--- src/rtl/i2s_adc_capture.sv ---
// I2S ADC receiver: oversamples BCLK/LRCK/ADCDAT in the i_clk domain and
// delivers left/right sample pairs, flagging half-frames cut short by LRCK.
`timescale 1ns/1ps
module i2s_adc_capture #(
   parameter int DATA_W = 16,
   parameter int SLOT_W = 32
) (
   input  logic              i_clk,
   input  logic              i_rst,
   input  logic              i_bclk,
   input  logic              i_lrclk,
   input  logic              i_adcdat,
   output logic [DATA_W-1:0] o_left,
   output logic [DATA_W-1:0] o_right,
   output logic              o_valid,
   output logic              o_frame_err,
   output logic [7:0]        o_err_cnt
);
   localparam int CNT_W = $clog2(SLOT_W);

   typedef enum logic [1:0] {
      IDLE  = 2'd0,
      DELAY = 2'd1,
      SHIFT = 2'd2,
      HOLD  = 2'd3
   } state_t;

   state_t            state_r;
   state_t            state_next_s;
   logic [2:0]        meta_r;        // {bclk, lrclk, adcdat}
   logic [2:0]        sync_r;
   logic              bclk_prev_r;
   logic              lr_prev_r;
   logic [CNT_W-1:0]  cnt_r;
   logic [DATA_W-1:0] shreg_r;
   logic [DATA_W-1:0] pend_r;
   logic              pend_ok_r;
   logic              chan_r;
   logic              rise_s;
   logic              lr_edge_s;
   logic              shift_s;
   logic              word_done_s;
   logic              trunc_s;
   logic              start_s;
   logic [DATA_W-1:0] shreg_next_s;

   assign rise_s       = sync_r[2] & ~bclk_prev_r;
   assign lr_edge_s    = rise_s & (sync_r[1] != lr_prev_r);
   assign shreg_next_s = {shreg_r[DATA_W-2:0], sync_r[0]};

   // Three identical 2-flop synchronizers keep bclk, lrclk and data aligned
   always_ff @(posedge i_clk or posedge i_rst) begin
      if (i_rst) begin
         meta_r      <= 3'b000;
         sync_r      <= 3'b000;
         bclk_prev_r <= 1'b0;
         lr_prev_r   <= 1'b0;
      end else begin
         meta_r      <= {i_bclk, i_lrclk, i_adcdat};
         sync_r      <= meta_r;
         bclk_prev_r <= sync_r[2];
         if (rise_s) begin
            lr_prev_r <= sync_r[1];
         end
      end
   end

   // FSM state register
   always_ff @(posedge i_clk or posedge i_rst) begin
      if (i_rst) begin
         state_r <= IDLE;
      end else begin
         state_r <= state_next_s;
      end
   end

   // Next state; the rise carrying the LRCK change is the I2S delay bit, so
   // the first rise handled in DELAY already carries the MSB
   always_comb begin
      state_next_s = state_r;
      shift_s      = 1'b0;
      word_done_s  = 1'b0;
      trunc_s      = 1'b0;
      start_s      = 1'b0;
      if (rise_s) begin
         case (state_r)
            IDLE: begin
               if (lr_edge_s && !sync_r[1]) begin
                  start_s      = 1'b1;
                  state_next_s = DELAY;
               end else begin
                  state_next_s = IDLE;
               end
            end
            DELAY, SHIFT: begin
               if (lr_edge_s) begin
                  trunc_s      = 1'b1;
                  start_s      = 1'b1;
                  state_next_s = DELAY;
               end else begin
                  shift_s = 1'b1;
                  if (cnt_r == CNT_W'(DATA_W - 1)) begin
                     word_done_s  = 1'b1;
                     state_next_s = HOLD;
                  end else begin
                     state_next_s = SHIFT;
                  end
               end
            end
            HOLD: begin
               if (lr_edge_s) begin
                  start_s      = 1'b1;
                  state_next_s = DELAY;
               end else begin
                  state_next_s = HOLD;
               end
            end
            default: begin
               state_next_s = IDLE;
            end
         endcase
      end else begin
         state_next_s = state_r;
      end
   end

   // Bit counter, shift register, channel tag and pending left word
   always_ff @(posedge i_clk or posedge i_rst) begin
      if (i_rst) begin
         cnt_r     <= {CNT_W{1'b0}};
         shreg_r   <= {DATA_W{1'b0}};
         chan_r    <= 1'b0;
         pend_r    <= {DATA_W{1'b0}};
         pend_ok_r <= 1'b0;
      end else begin
         if (start_s) begin
            cnt_r   <= {CNT_W{1'b0}};
            shreg_r <= {DATA_W{1'b0}};
            chan_r  <= sync_r[1];
         end else if (shift_s) begin
            cnt_r   <= cnt_r + CNT_W'(1);
            shreg_r <= shreg_next_s;
         end
         if (trunc_s) begin
            pend_ok_r <= 1'b0;
         end else if (word_done_s && !chan_r) begin
            pend_r    <= shreg_next_s;
            pend_ok_r <= 1'b1;
         end else if (word_done_s) begin
            pend_ok_r <= 1'b0;
         end
      end
   end

   // Registered outputs: pair strobe, truncation strobe, saturating error count
   always_ff @(posedge i_clk or posedge i_rst) begin
      if (i_rst) begin
         o_left      <= {DATA_W{1'b0}};
         o_right     <= {DATA_W{1'b0}};
         o_valid     <= 1'b0;
         o_frame_err <= 1'b0;
         o_err_cnt   <= 8'd0;
      end else begin
         o_valid     <= 1'b0;
         o_frame_err <= 1'b0;
         if (word_done_s && chan_r && pend_ok_r) begin
            o_left  <= pend_r;
            o_right <= shreg_next_s;
            o_valid <= 1'b1;
         end
         if (trunc_s) begin
            o_frame_err <= 1'b1;
            if (o_err_cnt != 8'hFF) begin
               o_err_cnt <= o_err_cnt + 8'd1;
            end
         end
      end
   end

endmodule

--- config.mk ---
export PLATFORM = sky130hd
export DESIGN_NAME = i2s_adc_capture
export DESIGN_NICKNAME = d
export VERILOG_FILES = /design/src/rtl/i2s_adc_capture.sv
export SDC_FILE = /design/constraint.sdc
export NUM_CORES = 1
export LEC_CHECK = 0
export CORE_MARGIN = 4
export CORE_UTILIZATION = 30
export CTS_BUF_LIST = sky130_fd_sc_hd__clkbuf_8 sky130_fd_sc_hd__clkbuf_16
export DETAILED_ROUTE_END_ITERATION = 10
export SLEW_MARGIN = 30
export SYNTH_ARGS = -nofsm -noshare
export SYNTH_HDL_FRONTEND = slang
export SYNTH_SLANG_ARGS = --single-unit
--- constraint.sdc ---
create_clock -name i_clk -period 3.2 [get_ports i_clk]
set_clock_uncertainty 0.05 [all_clocks]
set_input_delay 0.48 -clock i_clk [delete_from_list [all_inputs] [get_ports i_clk]]
set_output_delay 0.48 -clock i_clk [all_outputs]
set_load 0.01 [all_outputs]
* Yosys cells after proc, flatten, opt, wreduce, memory -nomap -nowiden
Cells that the tools add are included.
** Cells by class
- Add/sub/neg operators :: 2
- Equality and inequality tests :: 6
- Muxes and demuxes :: 27
- Bitwise operators :: 4
- Reductions and logical operators :: 13
** Operator list (count)
- $mux 15 :: 2
- $mux 1 :: 19
- $mux 5 :: 2
- $add 8x1->8 const B :: 1
- $ne 8x8->1 const B :: 1
- $pmux 2 s3 :: 1
- $add 5x1->5 const B :: 1
- $eq 5x4->1 const B :: 1
- $eq 2x2->1 const B :: 2
- $logic_and 1x1->1 :: 4
- $mux 2 :: 2
- $reduce_and 2->1 :: 2
- $reduce_bool 3->1 :: 1
- $reduce_or 3->1 :: 1
- $and 1x1->1 :: 2
- $eq 2x1->1 const B :: 1
- $logic_not 1->1 :: 2
- $logic_not 2->1 :: 1
- $not 1->1 :: 2
- $pmux 1 s2 :: 1
- $reduce_bool 2->1 :: 1
- $reduce_or 2->1 :: 1
- $ne 1x1->1 :: 1
** Storage, ports and cells
- Flip-flop bits (word level) :: 90
- Input bits :: 5
- Output and inout bits :: 42
- Logic and storage cells :: 67

* Longest topological paths before layout
- Depth in word-level cells :: 9
- Depth in mapped cells :: 7
- Gate-level depth less buffers :: 6

* Least setup slack after synthesis
No wires, ideal clock.
- Path type :: reg-to-reg
- Start point :: register cnt_r[0]
- End point :: register pend_r[0]
- Library setup time :: 0.125 ns
- Arrival time :: 1.690 ns
- Data required time :: 3.025 ns
- Setup slack :: 1.335 ns
- Cell stages (with the launch flop) :: 8
- Path buffers :: 1
- Period minus slack after synthesis :: 1.865 ns
- Cell sequence :: dfrtp_1 ha_1 and3_1 ha_1 nand4_4 nor2_4 buf_12 mux2_4
** Between the ends
- Word-level cells in the longest chain between the ends :: 7
** RTL lines
- from (decl) :: RTL line 34 : logic [CNT_W-1:0] cnt_r;
- from (signal assigned) :: RTL line 130 : cnt_r <= {CNT_W{1'b0}};
- from (signal assigned) :: RTL line 137 : cnt_r <= {CNT_W{1'b0}};
- from (signal assigned) :: RTL line 141 : cnt_r <= cnt_r + CNT_W'(1);
- $eq 5x4->1 :: RTL line 102 : if (cnt_r == CNT_W'(DATA_W - 1)) begin
- $mux 1 :: RTL line 102
- $mux 1 :: RTL line 96 : if (lr_edge_s) begin
- $mux 1 :: RTL line 86 : case (state_r)
- $mux 1 :: RTL line 85 : if (rise_s) begin
- $logic_and 1x1->1 :: RTL line 146 : end else if (word_done_s && !chan_r) begin
- $reduce_and 2->1 (no line)
- to (signal assigned) :: RTL line 133 : pend_r <= {DATA_W{1'b0}};
- to (signal assigned) :: RTL line 147 : pend_r <= shreg_next_s;
- to (decl) :: RTL line 36 : logic [DATA_W-1:0] pend_r;
Every way passes these cells.
A chain may end at the register's enable or synchronous reset.

* Worst setup path in the final report
- Start point :: register state_r[0]
- End point :: register pend_r[14]
** Between the ends
- Word-level cells in the longest chain between the ends :: 6
- Elaborated cells between the ends (all ways) :: 10
- Those cells by class :: eq/ne (2); mux (4); bitwise (1); reduce/logical (3)
** RTL lines
- from (decl) :: RTL line 28 : state_t state_r;
- from (signal assigned) :: RTL line 73 : state_r <= state_next_s;
- $eq 2x1->1 or $eq 2x2->1 (tied branches) :: RTL line 86
- $reduce_or 2->1 * :: RTL line 86
- $mux 1 :: RTL line 86
- $mux 1 :: RTL line 85
- $logic_and 1x1->1 or $not 1->1 (tied branches)
- $reduce_and 2->1 (no line) *
Mark *: on every way between the ends. The rest lies on a longest branch, timed or not.

==> metrics.cfg <==
[route]
via_count=2061
drtIter0Drc=123
vias_per_cell=4.57
remaining_drc_errors=0
drtAntennaViolNets=0
drt_wl_total_um=6400
dr.pass1.iters=4
wl_per_cell_um=14.2

[sta]
worstMarginPinSlew_ns=0.685
finalCritPeriodShare_pct=68.9
finalSetupViolCount=0
rsz0062_at_grt=false
fin_ws_ns=0.995
hold_slack_ns=0.301
final.min_clock_period_ns=2.21
max_freq_mhz=453
slew_headroom_pct=54.2
final_hold_viol_count=0
maxSlewViolCount=0
finalSetupTns_ns=0

[logic_synthesis]
synthFlopType=dfrtp_1
synth_area_per_cell_um2=14.8
synthDominantCellAreaShare_pct=61.1
synthSimpleGateAreaFrac_pct=7.23
yosys_register_bits=90
yosysTopAreaCell=dfrtp_1
synthArstFlopShare_pct=100
yosysSeqAreaShare_pct=61.1
syn_area_um2=3690
synth_area_leaders=dfrtp_1, mux2_1, mux2_4, a22o_1, mux2_2
synth_cell_types=41
synth_xor_xnor_area_share_pct=2.41
synth-edff-count=0
yosysWarnings=0
postSynthCellCount=249
muxShareOfSynthArea_pct=17.2
synth_top_family_by_area=multiplexers
synth_compound_area_share_pct=6.79
post_synth_fa_ha_maj_area_fraction_pct=2.04
synth_nets=260

[setup_path]
critical_path_peak_fanout=16
start_kind=flop
endpoint_kind=flop
critPathKind=flop to flop
crit_required_ns=3.37
worst_ep_arrival_time_ns=2.38

[placement]
hpwl_um=4230
place.port_buffers=46
place_ws_ns=0.965
gp_congestion=0.776

[clock_tree]
insertion_delay_ns=0.34
htreeDepth=3
cts_tree=yes
clk_pin_slew_ns=0.06
root_buffer=clkbuf_16
holdBufCountCts=0
cts_buffers=9
clock_path_buffers=2
cts-resized-gates=0
cts_num_sinks=90
postCtsSetupBuffers=0

[grt]
grt.overflow.total=0
grt_antenna_before_repair=0
grt_use_total_pct=9.82
grt_pass1_vias=2136
grt_max_degree=57
grt_pass1_wl_um=11000

[pwr]
leakagePower_nw=2.16
ir_worst_vdd_mv=0.263
powerDensity_nw_per_um2=529

[finish]
diodes=0
post-route-util_pct=37.9
drive_above_1_share_pct=16.4
area_growth_syn_to_layout_pct=23.5
nNetsFinal=310

[die]
pin_count=47
die_w_um=119
core-area_um2=12000
die_y_um=119
dieArea_um2=14100
rows=40
initial_core_util_pct=30.7

[run]
cap_violations=0

[outcome]
status=finished clean

[worst_hold_path]
hp-class=flop to flop

through the flow:
stage / power [mW] / cells / cell area (um2)
2_1_floorplan: 1.35 / 249 / 3690
3_3_place_gp: 1.40 / 435 / 4260
3_5_place_dp: 1.41 / 435 / 4260
4_1_cts: 2.46 / 451 / 4560
5_1_grt: 2.53 / 451 / 4560
6_report: 2.41 / 451 / 4560
registers in the layout, summed over array words and instances, names as in the netlist:
signal       count
o_left          16
sync_r           3
pend_ok_r        1
o_err_cnt        8
bclk_prev_r      1
lr_prev_r        1
o_right         16
shreg_r         15
pend_r          16
chan_r           1
o_valid          1
meta_r           3
o_frame_err      1
cnt_r            5
state_r          2
layout make-up:
cell class,count,area [um2]
clock buffer,10,239
sequential,90,2250
clock inverter,6,56.3
inverter,7,27.5
tap,147,184
timing repair buffer,47,480
fill,1146,7460
multi-input combinational,144,1320
metal layers:
metal | vias up | track usage, % | routed length (um) | part of all wire, %
met5 | - | 0 | 0 | 0
met4 | 0 | 2.90 | 85 | 1.3
met3 | 8 | 4.18 | 300 | 4.7
met2 | 35 | 14.1 | 2920 | 46
met1 | 1028 | 13.5 | 3100 | 48
li1 | 990 | - | - | -
cell families (layout without fill, tap and decap cells):
group | count (synthesis) | after routing
flip-flops | 90 | 90
multiplexers | 53 | 53
AND/OR/NAND/NOR | 45 | 45
AO/OA/AOI/OAI | 32 | 32
buffers and inverters | 15 | 70
XOR/XNOR | 8 | 8
adder cells (fa/ha/maj) | 6 | 6
worst paths after layout:
check	slack, ns	cells after the start	end	start
min in group asynchronous	0.46	2	o_left[15]	i_rst
hold reg to reg	0.30	0	sync_r[0]	meta_r[0]
max in group asynchronous	1.93	3	bclk_prev_r	i_rst
setup reg to reg	0.99	5	pend_r[14]	state_r[0]
setup / recovery	0.99	5	pend_r[14]	state_r[0]
hold / removal	0.30	0	sync_r[0]	meta_r[0]
critical path: stages (launching register included):
cell and delay (ns):
dfrtp_1 0.37, inv_1 0.08, ha_1 0.45, nand4_4 0.22, nor2_4 0.52, mux2_2 0.40
placed cells by master, fill, tap and decap left out, types with 2 or more instances in the layout:
master,instances
a31oi_1,2
clkbuf_16,9
inv_8,2
nand4_1,2
ha_1,6
mux2_1,29
nand3_1,5
xor2_1,3
a211oi_1,2
a22o_1,15
and3_1,2
mux2i_1,2
inv_6,2
inv_1,6
nor2_4,2
dfrtp_1,90
clkdlybuf4s50_1,46
a21oi_1,3
nor2_1,13
mux2_4,11
xnor2_1,4
o21ai_0,4
mux2_2,11
nand2_1,10
report_power, final:
part	total (mW)	switching, mW	internal, mW
Sequential	1.22	0.0419	1.17
Combinational	0.170	0.0901	0.0804
Clock	1.02	0.459	0.565
Total	2.41	0.591	1.82
cell usage after synthesis, types with 2 or more instances:
cell,instances
xnor2_1,4
nand3_1,5
buf_6,6
o21ai_0,4
inv_1,7
a31oi_1,2
xor2_1,3
a22o_1,15
mux2i_1,2
mux2_2,11
ha_1,6
nor2_1,13
a21oi_1,3
a211oi_1,2
mux2_4,11
dfrtp_1,90
nor2_4,2
nand4_1,2
mux2_1,29
nand2_1,10
and3_1,2
No activity file was read; power rests on OpenSTA's default activity.
==> edit: new RTL, same settings <==
Add an input register stage for `i_adcdat`; this delays it by one clock.
--- a/src/rtl/i2s_adc_capture.sv
+++ b/src/rtl/i2s_adc_capture.sv
@@ -25,4 +25,10 @@
       HOLD  = 2'd3
    } state_t;
+
+   logic i_adcdat_q;
+
+   always_ff @(posedge i_clk) begin
+      i_adcdat_q <= i_adcdat;
+   end
 
    state_t            state_r;
@@ -57,5 +63,5 @@
          lr_prev_r   <= 1'b0;
       end else begin
-         meta_r      <= {i_bclk, i_lrclk, i_adcdat};
+         meta_r      <= {i_bclk, i_lrclk, i_adcdat_q};
          sync_r      <= meta_r;
          bclk_prev_r <= sync_r[2];
Formal check against the unedited RTL: same outputs for any inputs over 10 cycles, from zero or initial values and one cycle with i_rst high; that may be too few to reach the edited logic, so the function may still have changed.
==> edit against the original RTL <==
  * Area after synthesis rose by 0.24%
  * Wire length about the same
  * Utilization up 0.28 points
  * Cell area rose by 0.74%
  * Power is 0.13% higher
  * Worst setup slack lost 0.048 ns
  * Sequential cell count is 1 higher
  * Critical path type unchanged
  * Highest routed layer unchanged
==> edit: results (changes against the original RTL) <==
[synth]
synthesis.nets = 262  ; +0.77%
synth_edf_count = 0  ; unchanged
synthArstFlopShare_pct = 98.9  ; -1.1 points
syn-mean-instance-area_um2 = 14.7  ; -0.56%
yosysWarnings = 0  ; unchanged
synth_commonest_cells = dfrtp_1, mux2_1, a22o_1, nor2_1, mux2_2
synthTopCellsByArea = dfrtp_1, mux2_1, mux2_4
ys_seq_area_share_pct = 61.5  ; +0.40 points

[clock_network]
cts_buffer_depth = 2  ; unchanged
clk_latency_ns = 0.33
cts_resized = 0  ; unchanged

[placement]
place_congestion = 0.780  ; +0.43%
pre_cts_slack_ns = 0.936  ; -0.0295 ns
dp_cells = 438  ; +0.69%
hpwl_um = 4380  ; +3.5%
placed_cell_area_um2 = 4290  ; +0.76%

[detailed_routing]
wl_met2_um = 2990  ; +2.4%
drtIter0Drc = 130  ; +5.7%
wl_met1_um = 3090  ; -0.26%
drt_wl_total_um = 6400  ; about the same
routed_via_density = 4.56  ; -0.23%
met3_length_um = 229  ; -24%

[finish]
post_route_cells_drive_above_1_share_pct = 16.3  ; -0.16 points
stdcell_count = 454  ; +0.67%
final.fill_count = 1157  ; +0.96%
reg_top3 = o_left: 16 flops, o_right: 16 flops, pend_r: 16 flops
nNetsFinal = 313  ; +0.97%

[power_and_ir_drop]
p_leak_uw = 0.00214  ; -0.96%
ir_drop_v = 0.000230  ; -13%

[grt]
grt_max_degree = 77  ; +35%
grt_use_met2_pct = 14.7  ; +0.63 points
grt_pass1_wl_um = 11000  ; -0.68%
grt_use_met1_pct = 12.4  ; -1.1 points
grt_usage_pct = 9.51  ; -0.31 points
grt_pass1_vias = 2142  ; +0.28%
use_met3_pct = 3.09  ; -1.1 points

[critical_path]
critPathMaxFanout = 20  ; +4
critPathArrivalTime_ns = 2.41  ; +0.03 ns

[run_status]
outcome = completed

[timing]
max_slew_margin_pct = 56.5  ; +2.3 points

edit: cells by family after synthesis:
logic type / synth area share (%)
AND/OR/NAND/NOR: 7.18
multiplexers: 17.4
XOR/XNOR: 2.40
buffers and inverters: 3.11
adder cells (fa/ha/maj): 2.03
flip-flops: 61.5
AO/OA/AOI/OAI: 6.43
edit: layout make-up:
| type | instances | area [um2] | share of cell area (%) |
|---|---|---|---|
| Timing Repair Buffer | 48 | 500 | 10.9 |
| Clock buffer | 9 | 225 | 4.91 |
| Tap cell | 147 | 184 | 4.01 |
| Clock inverter | 7 | 71.3 | 1.55 |
| Sequential cell | 91 | 2270 | 49.5 |
| Multi-Input combinational cell | 145 | 1310 | 28.5 |
| Inverter | 7 | 27.5 | 0.600 |
edit: worst paths after layout:
check	cells after the start	slack (ns)	start	endpoint
worst max-delay path	7	0.95	cnt_r[0]$_DFFE_PP0P_	o_right[6]$_DFFE_PP0P_
worst min-delay path	0	0.28	i_adcdat_q$_DFF_P_	meta_r[0]$_DFF_PP0_
worst max register to register	7	0.95	cnt_r[0]$_DFFE_PP0P_	o_right[6]$_DFFE_PP0P_
worst min register to register	0	0.28	i_adcdat_q$_DFF_P_	meta_r[0]$_DFF_PP0_
max in group asynchronous	3	2.08	i_rst	meta_r[1]$_DFF_PP0_
min in group asynchronous	2	0.35	i_rst	o_right[12]$_DFFE_PP0P_
edit: where the power goes:
group / leakage, uW / total (uW) / internal [uW] / switching [uW]
combinational: 0.000764 / 169 / 77.2 / 91.4
sequential: 0.00124 / 1230 / 1190 / 42.4
clock: 0.000139 / 1010 / 548 / 467
edit: critical path, cell delays in order (launching register included):
cell,delay [ns]
dfrtp_1,0.40
ha_1,0.18
and3_1,0.16
ha_1,0.21
nand4_4,0.14
nor2_4,0.41
buf_12,0.23
mux2_1,0.34
